## src/rtl/id_issue_ctrl_if.sv

```systemverilog
// ID/EX/WB signal bundle for the issue controller.
// master drives decode/EX/WB status, slave answers with issue decisions.
interface id_issue_ctrl_if #(
  parameter int CNT_W = 32
);
  logic             id_valid;
  logic [6:0]       id_opcode;
  logic [4:0]       id_rs1;
  logic [4:0]       id_rs2;
  logic [4:0]       id_rd;
  logic             ex_ready;
  logic             ex_redirect;
  logic             wb_valid;
  logic [4:0]       wb_rd;
  logic             issue;
  logic             stall_id;
  logic             flush_id;
  logic [31:0]      pending;
  logic [CNT_W-1:0] stall_cnt;

  modport master (
    output id_valid, id_opcode, id_rs1, id_rs2, id_rd,
    output ex_ready, ex_redirect, wb_valid, wb_rd,
    input  issue, stall_id, flush_id, pending, stall_cnt
  );

  modport slave (
    input  id_valid, id_opcode, id_rs1, id_rs2, id_rd,
    input  ex_ready, ex_redirect, wb_valid, wb_rd,
    output issue, stall_id, flush_id, pending, stall_cnt
  );
endinterface

```

## src/rtl/id_issue_ctrl.sv

```systemverilog
// ID->EX issue control: register scoreboard, hazard stall, redirect flush.
// Define ISSUE_STALL_CNT_EN to build the saturating stall-cycle counter.
module id_issue_ctrl #(
  parameter int FLUSH_CYCLES = 2,
  parameter int CNT_W        = 32
) (
  input logic clk,
  input logic reset,
  id_issue_ctrl_if.slave bus
);
  typedef enum logic [1:0] {
    RUN   = 2'd0,
    STALL = 2'd1,
    FLUSH = 2'd2
  } state_t;

  localparam logic [3:0] FLOAD = 4'(FLUSH_CYCLES - 1);

  state_t      state;
  logic [3:0]  fcnt;
  logic [31:0] pend;
  logic [31:0] pend_nxt;
  logic [31:0] wb_mask;
  logic [31:0] eff;
  logic        uses_rs1;
  logic        uses_rs2;
  logic        wr_op;
  logic        writes_rd;
  logic        hazard;
  logic        in_flush;
  logic        issue;
  logic        stall;

  always_comb begin
    uses_rs1 = 1'b0;
    uses_rs2 = 1'b0;
    wr_op    = 1'b0;
    case (bus.id_opcode)
      7'b0110011: begin
        uses_rs1 = 1'b1;
        uses_rs2 = 1'b1;
        wr_op    = 1'b1;
      end
      7'b0010011, 7'b0011011,
      7'b1100111, 7'b0000011: begin
        uses_rs1 = 1'b1;
        wr_op    = 1'b1;
      end
      7'b0100011, 7'b1100011: begin
        uses_rs1 = 1'b1;
        uses_rs2 = 1'b1;
      end
      7'b0110111, 7'b0010111, 7'b1101111: begin
        wr_op = 1'b1;
      end
      default: ;
    endcase
  end

  assign writes_rd = wr_op & (bus.id_rd != 5'd0);

  // same-cycle writeback releases the register (write-first regfile)
  assign wb_mask = bus.wb_valid ? (32'd1 << bus.wb_rd) : 32'd0;
  assign eff     = pend & ~wb_mask;

  assign hazard = (uses_rs1 & eff[bus.id_rs1])
                | (uses_rs2 & eff[bus.id_rs2])
                | (writes_rd & eff[bus.id_rd]);

  assign in_flush = (state == FLUSH);

  assign issue = ~reset & bus.id_valid & bus.ex_ready & ~hazard
               & ~bus.ex_redirect & ~in_flush;
  assign stall = ~reset & bus.id_valid & ~issue & ~in_flush
               & ~bus.ex_redirect;

  assign bus.issue    = issue;
  assign bus.stall_id = stall;
  assign bus.flush_id = ~reset & (bus.ex_redirect | in_flush);
  assign bus.pending  = pend;

  always_comb begin
    pend_nxt = pend;
    if (bus.wb_valid && bus.wb_rd != 5'd0)
      pend_nxt[bus.wb_rd] = 1'b0;
    if (issue && writes_rd)
      pend_nxt[bus.id_rd] = 1'b1;
    pend_nxt[0] = 1'b0;
  end

  always_ff @(posedge clk) begin
    if (reset) begin
      state <= RUN;
      fcnt  <= 4'd0;
      pend  <= 32'd0;
    end else begin
      pend <= pend_nxt;
      if (bus.ex_redirect) begin
        state <= FLUSH;
        fcnt  <= FLOAD;
      end else begin
        case (state)
          RUN:   if (stall) state <= STALL;
          STALL: if (issue || !bus.id_valid) state <= RUN;
          FLUSH: begin
            if (fcnt == 4'd0) state <= RUN;
            else              fcnt  <= fcnt - 4'd1;
          end
          default: state <= RUN;
        endcase
      end
    end
  end

`ifdef ISSUE_STALL_CNT_EN
  logic [CNT_W-1:0] scnt;

  always_ff @(posedge clk) begin
    if (reset)
      scnt <= '0;
    else if (stall && scnt != '1)
      scnt <= scnt + 1'b1;
  end

  assign bus.stall_cnt = scnt;
`else
  assign bus.stall_cnt = '0;
`endif
endmodule

```

## src/flat_wrapper.sv

```systemverilog
// flat-port wrapper written by rule: the top's interface ports become plain ports
module id_issue_ctrl_flat 
#(
  parameter int FLUSH_CYCLES = 2,
  parameter int CNT_W        = 32
)
  (clk, reset, bus_id_valid, bus_id_opcode, bus_id_rs1, bus_id_rs2, bus_id_rd, bus_ex_ready, bus_ex_redirect, bus_wb_valid, bus_wb_rd, bus_issue, bus_stall_id, bus_flush_id, bus_pending, bus_stall_cnt);
  id_issue_ctrl_if #(.CNT_W(CNT_W)) bus_i ();
  input logic clk;
  input logic reset;
  input wire logic [$bits(bus_i.id_valid)-1:0] bus_id_valid;
  input wire logic [$bits(bus_i.id_opcode)-1:0] bus_id_opcode;
  input wire logic [$bits(bus_i.id_rs1)-1:0] bus_id_rs1;
  input wire logic [$bits(bus_i.id_rs2)-1:0] bus_id_rs2;
  input wire logic [$bits(bus_i.id_rd)-1:0] bus_id_rd;
  input wire logic [$bits(bus_i.ex_ready)-1:0] bus_ex_ready;
  input wire logic [$bits(bus_i.ex_redirect)-1:0] bus_ex_redirect;
  input wire logic [$bits(bus_i.wb_valid)-1:0] bus_wb_valid;
  input wire logic [$bits(bus_i.wb_rd)-1:0] bus_wb_rd;
  output wire logic [$bits(bus_i.issue)-1:0] bus_issue;
  output wire logic [$bits(bus_i.stall_id)-1:0] bus_stall_id;
  output wire logic [$bits(bus_i.flush_id)-1:0] bus_flush_id;
  output wire logic [$bits(bus_i.pending)-1:0] bus_pending;
  output wire logic [$bits(bus_i.stall_cnt)-1:0] bus_stall_cnt;
  assign bus_i.id_valid = bus_id_valid;
  assign bus_i.id_opcode = bus_id_opcode;
  assign bus_i.id_rs1 = bus_id_rs1;
  assign bus_i.id_rs2 = bus_id_rs2;
  assign bus_i.id_rd = bus_id_rd;
  assign bus_i.ex_ready = bus_ex_ready;
  assign bus_i.ex_redirect = bus_ex_redirect;
  assign bus_i.wb_valid = bus_wb_valid;
  assign bus_i.wb_rd = bus_wb_rd;
  assign bus_issue = bus_i.issue;
  assign bus_stall_id = bus_i.stall_id;
  assign bus_flush_id = bus_i.flush_id;
  assign bus_pending = bus_i.pending;
  assign bus_stall_cnt = bus_i.stall_cnt;
  id_issue_ctrl #(.FLUSH_CYCLES(FLUSH_CYCLES), .CNT_W(CNT_W)) u_core (.clk(clk), .reset(reset), .bus(bus_i));
endmodule
```

## config.mk

```make
export PLATFORM = sky130hd
export DESIGN_NAME = id_issue_ctrl_flat
export DESIGN_NICKNAME = d
export VERILOG_FILES = /design/src/rtl/id_issue_ctrl_if.sv /design/src/rtl/id_issue_ctrl.sv /design/src/flat_wrapper.sv
export SDC_FILE = /design/constraint.sdc
export NUM_CORES = 1
export LEC_CHECK = 0
export ABC_AREA = 0
export BUFFER_PORTS_ARGS = -buffer_cell sky130_fd_sc_hd__buf_4
export CORE_MARGIN = 8
export CORE_UTILIZATION = 54
export CTS_BUF_LIST = sky130_fd_sc_hd__clkbuf_8
export CTS_CLUSTER_DIAMETER = 40
export DETAILED_ROUTE_END_ITERATION = 7
export GPL_ROUTABILITY_DRIVEN = 0
export PLACE_DENSITY_LB_ADDON = 0.08
export SYNTH_ARGS = -nofsm -noshare
export SYNTH_HDL_FRONTEND = slang
export SYNTH_SLANG_ARGS = --single-unit
```

## constraint.sdc

```tcl
create_clock -name clk -period 2.6 [get_ports clk]
set_input_delay 0.13 -clock clk [delete_from_list [all_inputs] [get_ports clk]]
set_output_delay 0.13 -clock clk [all_outputs]
set_load 0.01 [all_outputs]
```

# [Word level (Yosys, flattened, before mapping)]
# Cells that the tools add are included.
[op_classes] add_sub_neg=1 magnitude_cmp=6 n_eq_ne=19 shift=1 n_mux=24 n_bitwise=27 reduce_logical=19
[op_table] cell="32-bit two-way mux" count=3
[op_table] cell="32-bit bitwise AND" count=2
[op_table] cell="32-bit NOT" count=2
[op_table] cell="32-bit OR" count=1
[op_table] cell="1-bit by 5-bit left shift with 32-bit output (first input constant)" count=1
[op_table] cell="5-bit by 6-bit less-than comparator with 1-bit output (second input constant)" count=4
[op_table] cell="7-bit by 5-bit equality test with 1-bit output (second input constant)" count=3
[op_table] cell="7-bit by 6-bit equality test with 1-bit output (second input constant)" count=3
[op_table] cell="7-bit equality test (second input constant)" count=3
[op_table] cell="1-bit binary-select mux with 5-bit select" count=3
[op_table] cell="1-bit bitwise AND" count=13
[op_table] cell="1-bit two-way mux" count=11
[op_table] cell="1-bit demux with 5-bit select" count=2
[op_table] cell="5-bit by 1-bit greater-or-equal comparator with 1-bit output (second input constant)" count=2
[op_table] cell="5-bit nonzero test" count=2
[op_table] cell="2-bit two-way mux" count=4
[op_table] cell="8-bit OR reduction" count=1
[op_table] cell="7-bit by 2-bit equality test with 1-bit output (second input constant)" count=1
[op_table] cell="7-bit OR reduction" count=1
[op_table] cell="2-bit inequality test (second input constant)" count=3
[op_table] cell="3-bit inequality test (second input constant)" count=2
[op_table] cell="1-bit NOT" count=6
[op_table] cell="2-bit case mux with 3 select lines" count=1
[op_table] cell="3-bit AND reduction" count=2
[op_table] cell="15 further kinds" count=21
[word_totals] regBits=38 elab_cells=103

# [Longest topological paths before layout]
# Gate-level depths: netlist of run 1.
[logic_depth] depth_word=20 depth_mapped=11 depth_no_buf=8

# [Worst setup path before layout of run 1]
# No wires, ideal clock.
[synth_timing] kind="input-to-output" start="input bus_wb_rd[4]" end="output bus_stall_id" arrival_ns=2.178 t_required_ns=2.470 path_slack_ns=0.292 stages=9 n_path_buf=1 path_cell_list="buf_4 > nand4b_2 > o21ai_0 > mux4_2 > mux2_4 > a2111oi_4 > a31oi_4 > and3_4 > nor3b_2"
[synth_between] elab_chain_len=17 elab_cells_between_ends=23 cone_classes="shift (1); mux (7); bitwise (15)"
[synth_lines] element="start: declaration" line="flat_wrapper.sv:19" rtl="input wire logic [$bits(bus_i.wb_rd)-1:0] bus_wb_rd;"
[synth_lines] element="1-bit by 5-bit left shift with 32-bit output *" line="id_issue_ctrl.sv:63" rtl="assign wb_mask = bus.wb_valid ? (32'd1 << bus.wb_rd) : 32'd0;"
[synth_lines] element="32-bit two-way mux *" line="id_issue_ctrl.sv:63"
[synth_lines] element="32-bit NOT *" line="id_issue_ctrl.sv:64" rtl="assign eff = pend & ~wb_mask;"
[synth_lines] element="32-bit bitwise AND *" line="id_issue_ctrl.sv:64"
[synth_lines] element="1-bit binary-select mux with 5-bit select (on tied branches)" line="id_issue_ctrl.sv:66, id_issue_ctrl.sv:67"
[synth_lines] element="1-bit two-way mux (on tied branches)" line="id_issue_ctrl.sv:66, id_issue_ctrl.sv:67"
[synth_lines] element="1-bit bitwise AND (on tied branches)" line="id_issue_ctrl.sv:66, id_issue_ctrl.sv:67"
[synth_lines] element="1-bit OR" line="id_issue_ctrl.sv:67" rtl="| (uses_rs2 & eff[bus.id_rs2])"
[synth_lines] element="1-bit OR *" line="id_issue_ctrl.sv:68" rtl="| (writes_rd & eff[bus.id_rd]);"
[synth_lines] element="1-bit NOT *" line="id_issue_ctrl.sv:72" rtl="assign issue = ~reset & bus.id_valid & bus.ex_ready & ~hazard"
[synth_lines] element="1-bit bitwise AND *" line="id_issue_ctrl.sv:72"
[synth_lines] element="1-bit bitwise AND * (2 in a row)" line="id_issue_ctrl.sv:73" rtl="& ~bus.ex_redirect & ~in_flush;"
[synth_lines] element="named net bus_issue" line="flat_wrapper.sv:20" rtl="output wire logic [$bits(bus_i.issue)-1:0] bus_issue;"
[synth_lines] element="1-bit NOT *" line="id_issue_ctrl.sv:74" rtl="assign stall = ~reset & bus.id_valid & ~issue & ~in_flush"
[synth_lines] element="1-bit bitwise AND * (2 in a row)" line="id_issue_ctrl.sv:74"
[synth_lines] element="1-bit bitwise AND *" line="id_issue_ctrl.sv:75" rtl="& ~bus.ex_redirect;"
[synth_lines] element="end: declaration" line="flat_wrapper.sv:21" rtl="output wire logic [$bits(bus_i.stall_id)-1:0] bus_stall_id;"
# Mark *: on every way through the listed nets, which the timed path passes. The rest lies on a longest branch. The select of a mux whose other input is x is not followed.

# [Worst setup path in the final report of run 1]
[layout_timing] start="register u_core.pend[24], in the netlist u_core.bus.pending[24]" end="output bus_stall_id"
[layout_between] elab_chain_len=14 elab_cells_between_ends=20 cone_classes="mux (6); bitwise (14)"
[layout_lines] element="start: declaration" line="id_issue_ctrl.sv:21" rtl="logic [31:0] pend;"
[layout_lines] element="start signal: assignment" line="id_issue_ctrl.sv:97" rtl="pend <= pend_nxt;"
[layout_lines] element="32-bit bitwise AND *" line="id_issue_ctrl.sv:64"
[layout_lines] element="1-bit binary-select mux with 5-bit select (on tied branches)" line="id_issue_ctrl.sv:66, id_issue_ctrl.sv:67"
[layout_lines] element="1-bit two-way mux (on tied branches)" line="id_issue_ctrl.sv:66, id_issue_ctrl.sv:67"
[layout_lines] element="1-bit bitwise AND (on tied branches)" line="id_issue_ctrl.sv:66, id_issue_ctrl.sv:67"
[layout_lines] element="1-bit OR" line="id_issue_ctrl.sv:67"
[layout_lines] element="1-bit OR *" line="id_issue_ctrl.sv:68"
[layout_lines] element="1-bit NOT *" line="id_issue_ctrl.sv:72"
[layout_lines] element="1-bit bitwise AND *" line="id_issue_ctrl.sv:72"
[layout_lines] element="1-bit bitwise AND * (2 in a row)" line="id_issue_ctrl.sv:73"
[layout_lines] element="1-bit NOT *" line="id_issue_ctrl.sv:74"
[layout_lines] element="1-bit bitwise AND * (2 in a row)" line="id_issue_ctrl.sv:74"
[layout_lines] element="1-bit bitwise AND *" line="id_issue_ctrl.sv:75"
# Mark *: on every way between the ends. The rest lies on a longest branch, timed or not. The select of a mux whose other input is x is not followed.

==> results of run 1 <==
[cell families (layout without fill, tap and decap cells)]
kind of cell	after synthesis	after routing	synth area share
AOI/OAI and AO/OA	126	126	0.264
xor gates and xnor gates	9	9	0.0251
adders and majority gates	1	1	0.00363
buffers and inverters	80	143	0.133
DFF	37	37	0.215
muxes	28	28	0.0944
other	1	33	0.00109
and+or+nand+nor	149	149	0.264
[cell type report]
| class | count | area, um2 |
|---|---|---|
| multi-input combinational | 346 | 2420 |
| clock buffer | 5 | 68.8 |
| timing repair buffer | 122 | 920 |
| tap | 77 | 96.3 |
| sequential | 37 | 756 |
| clock inverter | 1 | 5.00 |
| inverter | 15 | 56.3 |
| fill | 550 | 1950 |
[metrics by stage]
step           cells  power, mW
2_1_floorplan    463      0.826
3_3_place_gp     594      0.894
3_5_place_dp     594      0.898
4_1_cts          600       1.27
5_1_grt          603       1.33
6_report         603       1.28
[synth_stat cells, drive strengths merged, types with 3 or more instances]
| library cell | n |
|---|---|
| o21ai | 39 |
| o311ai | 4 |
| a21oi | 10 |
| or2 | 9 |
| a311o | 3 |
| nand4b | 3 |
| nor3 | 13 |
| dfxtp | 37 |
| xnor2 | 4 |
| nor4 | 5 |
| nor2b | 10 |
| o211ai | 3 |
| mux4 | 3 |
| nand2 | 20 |
| o21a | 3 |
| clkbuf | 13 |
| mux2 | 3 |
| a31oi | 4 |
| o22ai | 18 |
| a311oi | 3 |
| nor2 | 26 |
| or3 | 5 |
| nand3b | 8 |
| inv | 15 |
| nand2b | 10 |
| and3 | 3 |
| o31ai | 9 |
| a2111oi | 3 |
| o41ai | 3 |
| mux2i | 22 |
| nand4 | 9 |
| a32oi | 4 |
| nand3 | 15 |
| buf | 52 |
| xor2 | 5 |
| o2111ai | 6 |
[state kept, by name, summed over array words and instances (netlist names)]
name                flops
u_core.state            2
u_core.bus.pending     31
u_core.fcnt             4
[critical path: cells and delay by family (launching register included)]
family	cells	cell delay [ns]
and+or+nand+nor	4	0.93
DFF	1	0.45
buffers and inverters	2	0.31
muxes	1	0.12
AOI/OAI and AO/OA	2	0.32
[path summary, 6_finish.rpt]
kind / cells past startpoint / slack, ns / from / endpoint
setup / recovery: 9 / 0.04 / u_core.bus.pending[24] / bus_stall_id
hold / removal: 2 / 0.05 / bus_ex_redirect / u_core.fcnt[3]
setup reg to reg: 10 / 0.15 / u_core.bus.pending[19] / u_core.bus.pending[20]
hold reg to reg: 1 / 0.43 / u_core.state[1] / u_core.state[0]
[power groups by stage]
stage | Combinational (mW) | Clock [mW] | Sequential, mW
floorplan | 0.240 | 0 | 0.586
global placement | 0.307 | 0 | 0.587
detailed placement | 0.311 | 0 | 0.587
CTS | 0.320 | 0.380 | 0.574
global route | 0.357 | 0.402 | 0.572
finish | 0.336 | 0.372 | 0.572
[per-layer routing]
layer / vias up / wire [um] / global-route usage
met1: 1842 / 4820 / 0.329
met4: 0 / 467 / 0.120
met2: 281 / 5680 / 0.428
li1: 1755 / - / -
met3: 54 / 1550 / 0.0499
met5: - / 0 / 0
[repair_timing]
item / 4_1_cts / 5_1_grt
resized for setup: 9 / 14
pin swaps: 1 / 5
setup buffers: 1 / 3
endpoints found under the setup margin: 2 / 1
==> flow_summary.json, run 1 <==
{
  "cts.sinks": 37,
  "worstPathCellList": "mux2i_1 -> nor4b_1 -> o21ai_0 -> nand3_1 -> o311ai_4 -> buf_6 -> and3_4 -> nor3b_2 -> buf_4",
  "port_buffers": 66,
  "pin_count": 100,
  "syn-cell-area_mm2": 0.00344,
  "p_leak_nw": 1.74,
  "placement.setup.worst_slack_ns": -0.0244,
  "wl_um": 12500,
  "gr-total-overflow": 0,
  "cts.path.max_buffers": 2,
  "switchingPower_mw": 0.409,
  "worstPathArrival_ns": 2.43,
  "p_per_area_mw_per_mm2": 296,
  "track_usage": 0.263,
  "drt_pass1_iterations": 5,
  "grt_max_degree": 46,
  "hpwl_um": 9550,
  "skew_ns": 0.00569,
  "die_w_um": 95.9,
  "viasPerCell": 6.52,
  "fin_area_mm2": 0.00433,
  "seq_area_frac_synth": 0.215,
  "grt_pass1_wl_um": 19100,
  "synth.distinct_cells": 81,
  "htree_levels": 2,
  "crit_path_max_incr_delay_ns": 0.45,
  "cts_tree": "built",
  "synth_edf_count": 0,
  "maxCapViolations": 0,
  "vias": 3932,
  "grt_pass1_vias": 3766,
  "tns_ns": 0,
  "mostFrequentLayoutCells": "buf_4, conb_1, dfxtp_1",
  "start_kind": "flip-flop",
  "layout-drive-gt1-share": 0.335,
  "setup_violations": 0,
  "tightest_slew_ns": 0.649,
  "dr.first_iter.drc_count": 406,
  "p_int_mw": 0.870,
  "drtAntennaViolNets": 0,
  "max_freq_mhz": 391,
  "layout_setup_ws_ns": 0.0414,
  "yosys_warnings": 0,
  "switching_share": 0.320,
  "hold_violations": 0,
  "area_delta_synth_final_pct": 25.6,
  "synth_area_per_cell_um2": 7.99,
  "period_minus_slack_ns": 2.56,
  "fp.dieArea_mm2": 0.00919,
  "final_common_cell": "buf_4",
  "period_share": 0.984,
  "num_rows": 29,
  "seqPwrFrac": 0.447,
  "vdd_drop_max_mv": 0.387,
  "root_buffer": "clkbuf_8",
  "crit_required_ns": 2.47,
  "placed_area_mm2": 0.00415,
  "die_h_um": 95.9,
  "whs_ns": 0.0541,
  "yosysTopAreaCellShare": 0.215,
  "cts.hold.buffers_added": 0,
  "async_flop_share": 0,
  "pwr-share-clk": 0.291,
  "synthFlopType": "dfxtp_1",
  "synth_area_leaders": "dfxtp_1, buf_4, mux2i_1",
  "relSlewSlack": 0.562,
  "cp-end-kind": "output pin",
  "final_net_count": 561,
  "utilization": 0.689,
  "clk_latency_ns": 0.29,
  "slew_violations": 0,
  "min_path_type": "in -> reg",
  "ys_ff_latch": 37,
  "yosysTopAreaCell": "dfxtp_1",
  "coreArea_mm2": 0.00628,
  "initial_core_util": 0.549,
  "criticalPathCategory": "reg -> out",
  "syn_inst": 431,
  "worstPathMaxFanout": 4,
  "drt-wirelength-per-cell_um": 20.8,
  "numCtsBuffers": 5,
  "grt_antenna_before_repair": 0,
  "status": "complete, no violations",
  "diodes": 0,
  "comb_power_share": 0.262,
  "cts.clk_slew.worst_paths_ns": 0.07,
  "cp_slowest_cell": "dfxtp_1",
  "drc": 0
}
Power figures use the tool's default switching activity.
==> run 2, diff against run 1 <==
ABC_AREA = default   (was 0)
CORE_UTILIZATION = 30   (was 54)
HOLD_SLACK_MARGIN = 0.08   (was default)
==> run 2 against run 1 <==
Register-to-register slack worse by 0.03 ns; maximum frequency is essentially flat; global-route usage decreased by 7.8 points; flip-flop and latch count stayed put; critical path type unchanged; critical endpoint unchanged; first-iteration DRC count decreased by 20%; critical path depth shrank 1; highest routed layer unchanged; setup slack got worse by 0.0014 ns; clock skew grew 0.0055 ns.
==> flow_summary.json, run 2 (synthesized netlist as in run 1, its figures left out) <==
{
  "drt-wirelength-per-cell_um": 20.2,
  "die_h_um": 123,
  "criticalPathCategory": "reg -> out",
  "maxCapViolations": 0,
  "max_freq_mhz": 391,
  "root_buffer": "clkbuf_8",
  "vias": 3799,
  "relSlewSlack": 0.481,
  "drt_pass1_iterations": 5,
  "drtAntennaViolNets": 0,
  "final_common_cell": "buf_4",
  "rrSetupSlack_ns": 0.12,
  "drc": 0,
  "gr-total-overflow": 0,
  "hpwl_um": 11400,
  "setup_violations": 0,
  "vdd_drop_max_mv": 0.238,
  "p_per_area_mw_per_mm2": 289,
  "dr.first_iter.drc_count": 326,
  "worstPathCellList": "o21ai_1 -> mux4_2 -> mux2_4 -> a2111oi_4 -> a31oi_4 -> and3_4 -> nor3b_2 -> buf_4",
  "die_w_um": 123,
  "cts_tree": "built",
  "cp_slowest_cell": "mux4_2",
  "skew_ns": 0.0112,
  "period_share": 0.985,
  "numCtsBuffers": 5,
  "cts.clk_slew.worst_paths_ns": 0.09,
  "grt_pass1_vias": 3821,
  "initial_core_util": 0.304,
  "mostFrequentLayoutCells": "buf_4, conb_1, dfxtp_1",
  "worstPathArrival_ns": 2.43,
  "whs_path_depth": 3,
  "min_path_type": "in -> reg",
  "cts.path.max_buffers": 2,
  "tightest_slew_ns": 0.769,
  "hold_violations": 0,
  "crit_path_max_incr_delay_ns": 0.46,
  "clk_latency_ns": 0.31,
  "diodes": 0,
  "grt_pass1_wl_um": 21800,
  "area_delta_synth_final_pct": 34.3,
  "fillCellCount": 1166,
  "pin_count": 100,
  "cp-end-kind": "output pin",
  "track_usage": 0.185,
  "rr_worst_depth": 10,
  "power_mw": 1.34,
  "period_minus_slack_ns": 2.56,
  "worstPathMaxFanout": 3,
  "fp.dieArea_mm2": 0.0152,
  "fin_area_mm2": 0.00463,
  "final_net_count": 588,
  "htree_levels": 2,
  "port_buffers": 66,
  "coreArea_mm2": 0.0113,
  "layout-drive-gt1-share": 0.373,
  "grt_max_degree": 46,
  "placement.setup.worst_slack_ns": -0.0968,
  "largest_register_ffs": 31,
  "cts.sinks": 37,
  "num_rows": 39,
  "placed_area_mm2": 0.00444,
  "layout_setup_ws_ns": 0.0400,
  "crit_required_ns": 2.47,
  "wl_um": 14100,
  "status": "complete, no violations",
  "rsz0062_at_grt": "true",
  "start_kind": "flip-flop",
  "p_leak_nw": 1.87,
  "viasPerCell": 5.44,
  "slew_violations": 0,
  "grt_antenna_before_repair": 0
}
-- run 2: worst max-delay path, delay by kind of cell, from the launching register on --
kind,cells,cell delay (ns)
multiplexers,2,0.75
buffers and inverters,1,0.14
AO/OA/AOI/OAI,3,0.53
flip-flops,1,0.38
AND/OR/NAND/NOR,2,0.33
-- run 2: metrics by stage --
stage	hold WS, ns	std cells	util	setup TNS [ns]
3_3_place_gp	0.357	687	0.392	-3.24
6_report	0.122	698	0.409	0
2_1_floorplan	0.209	463	-	0
4_1_cts	0.113	698	0.407	0
3_5_place_dp	0.373	687	0.392	-1.02
5_1_grt	0.121	698	0.409	-0.168
-- run 2: layer usage --
metal,share of wire,up-vias,global-route usage,wire length (um)
met2,0.47,142,0.302,6650
met4,0.020,0,0.0617,287
met3,0.057,20,0.0233,798
li1,-,1812,-,-
met1,0.45,1825,0.246,6370
met5,0,-,0,0
-- run 2: timing repair --
action / 4_1_cts / 5_1_grt
endpoints found under the hold margin: 3 / 0
setup endpoints to repair: 2 / 4
pin swaps: 3 / 2
buffers inserted: 2 / 0
hold buffers: 1 / 0
resized for setup: 15 / 8
-- run 2: final cells by class --
| type | instances | area (um2) | share of cell area |
|---|---|---|---|
| Timing Repair Buffer | 149 | 1120 | 0.243 |
| Tap cell | 143 | 179 | 0.0387 |
| Clock inverter | 3 | 17.5 | 0.00379 |
| Sequential cell | 37 | 752 | 0.163 |
| Multi-Input combinational cell | 346 | 2430 | 0.525 |
| Inverter | 15 | 56.3 | 0.0122 |
| Clock buffer | 5 | 68.8 | 0.0149 |
-- run 2: final timing paths --
path	to	from
setup reg to reg	u_core.bus.pending[11]	u_core.bus.pending[16]
hold / removal	u_core.state[0]	bus_id_valid
hold reg to reg	u_core.state[0]	u_core.state[1]
setup / recovery	bus_stall_id	u_core.bus.pending[11]
-- run 2: where the power goes --
part	leakage, nW	switching [mW]	internal, mW
registers	0.303	0.00314	0.570
logic	1.52	0.213	0.137
clock network	0.0439	0.228	0.185
total	1.87	0.445	0.893
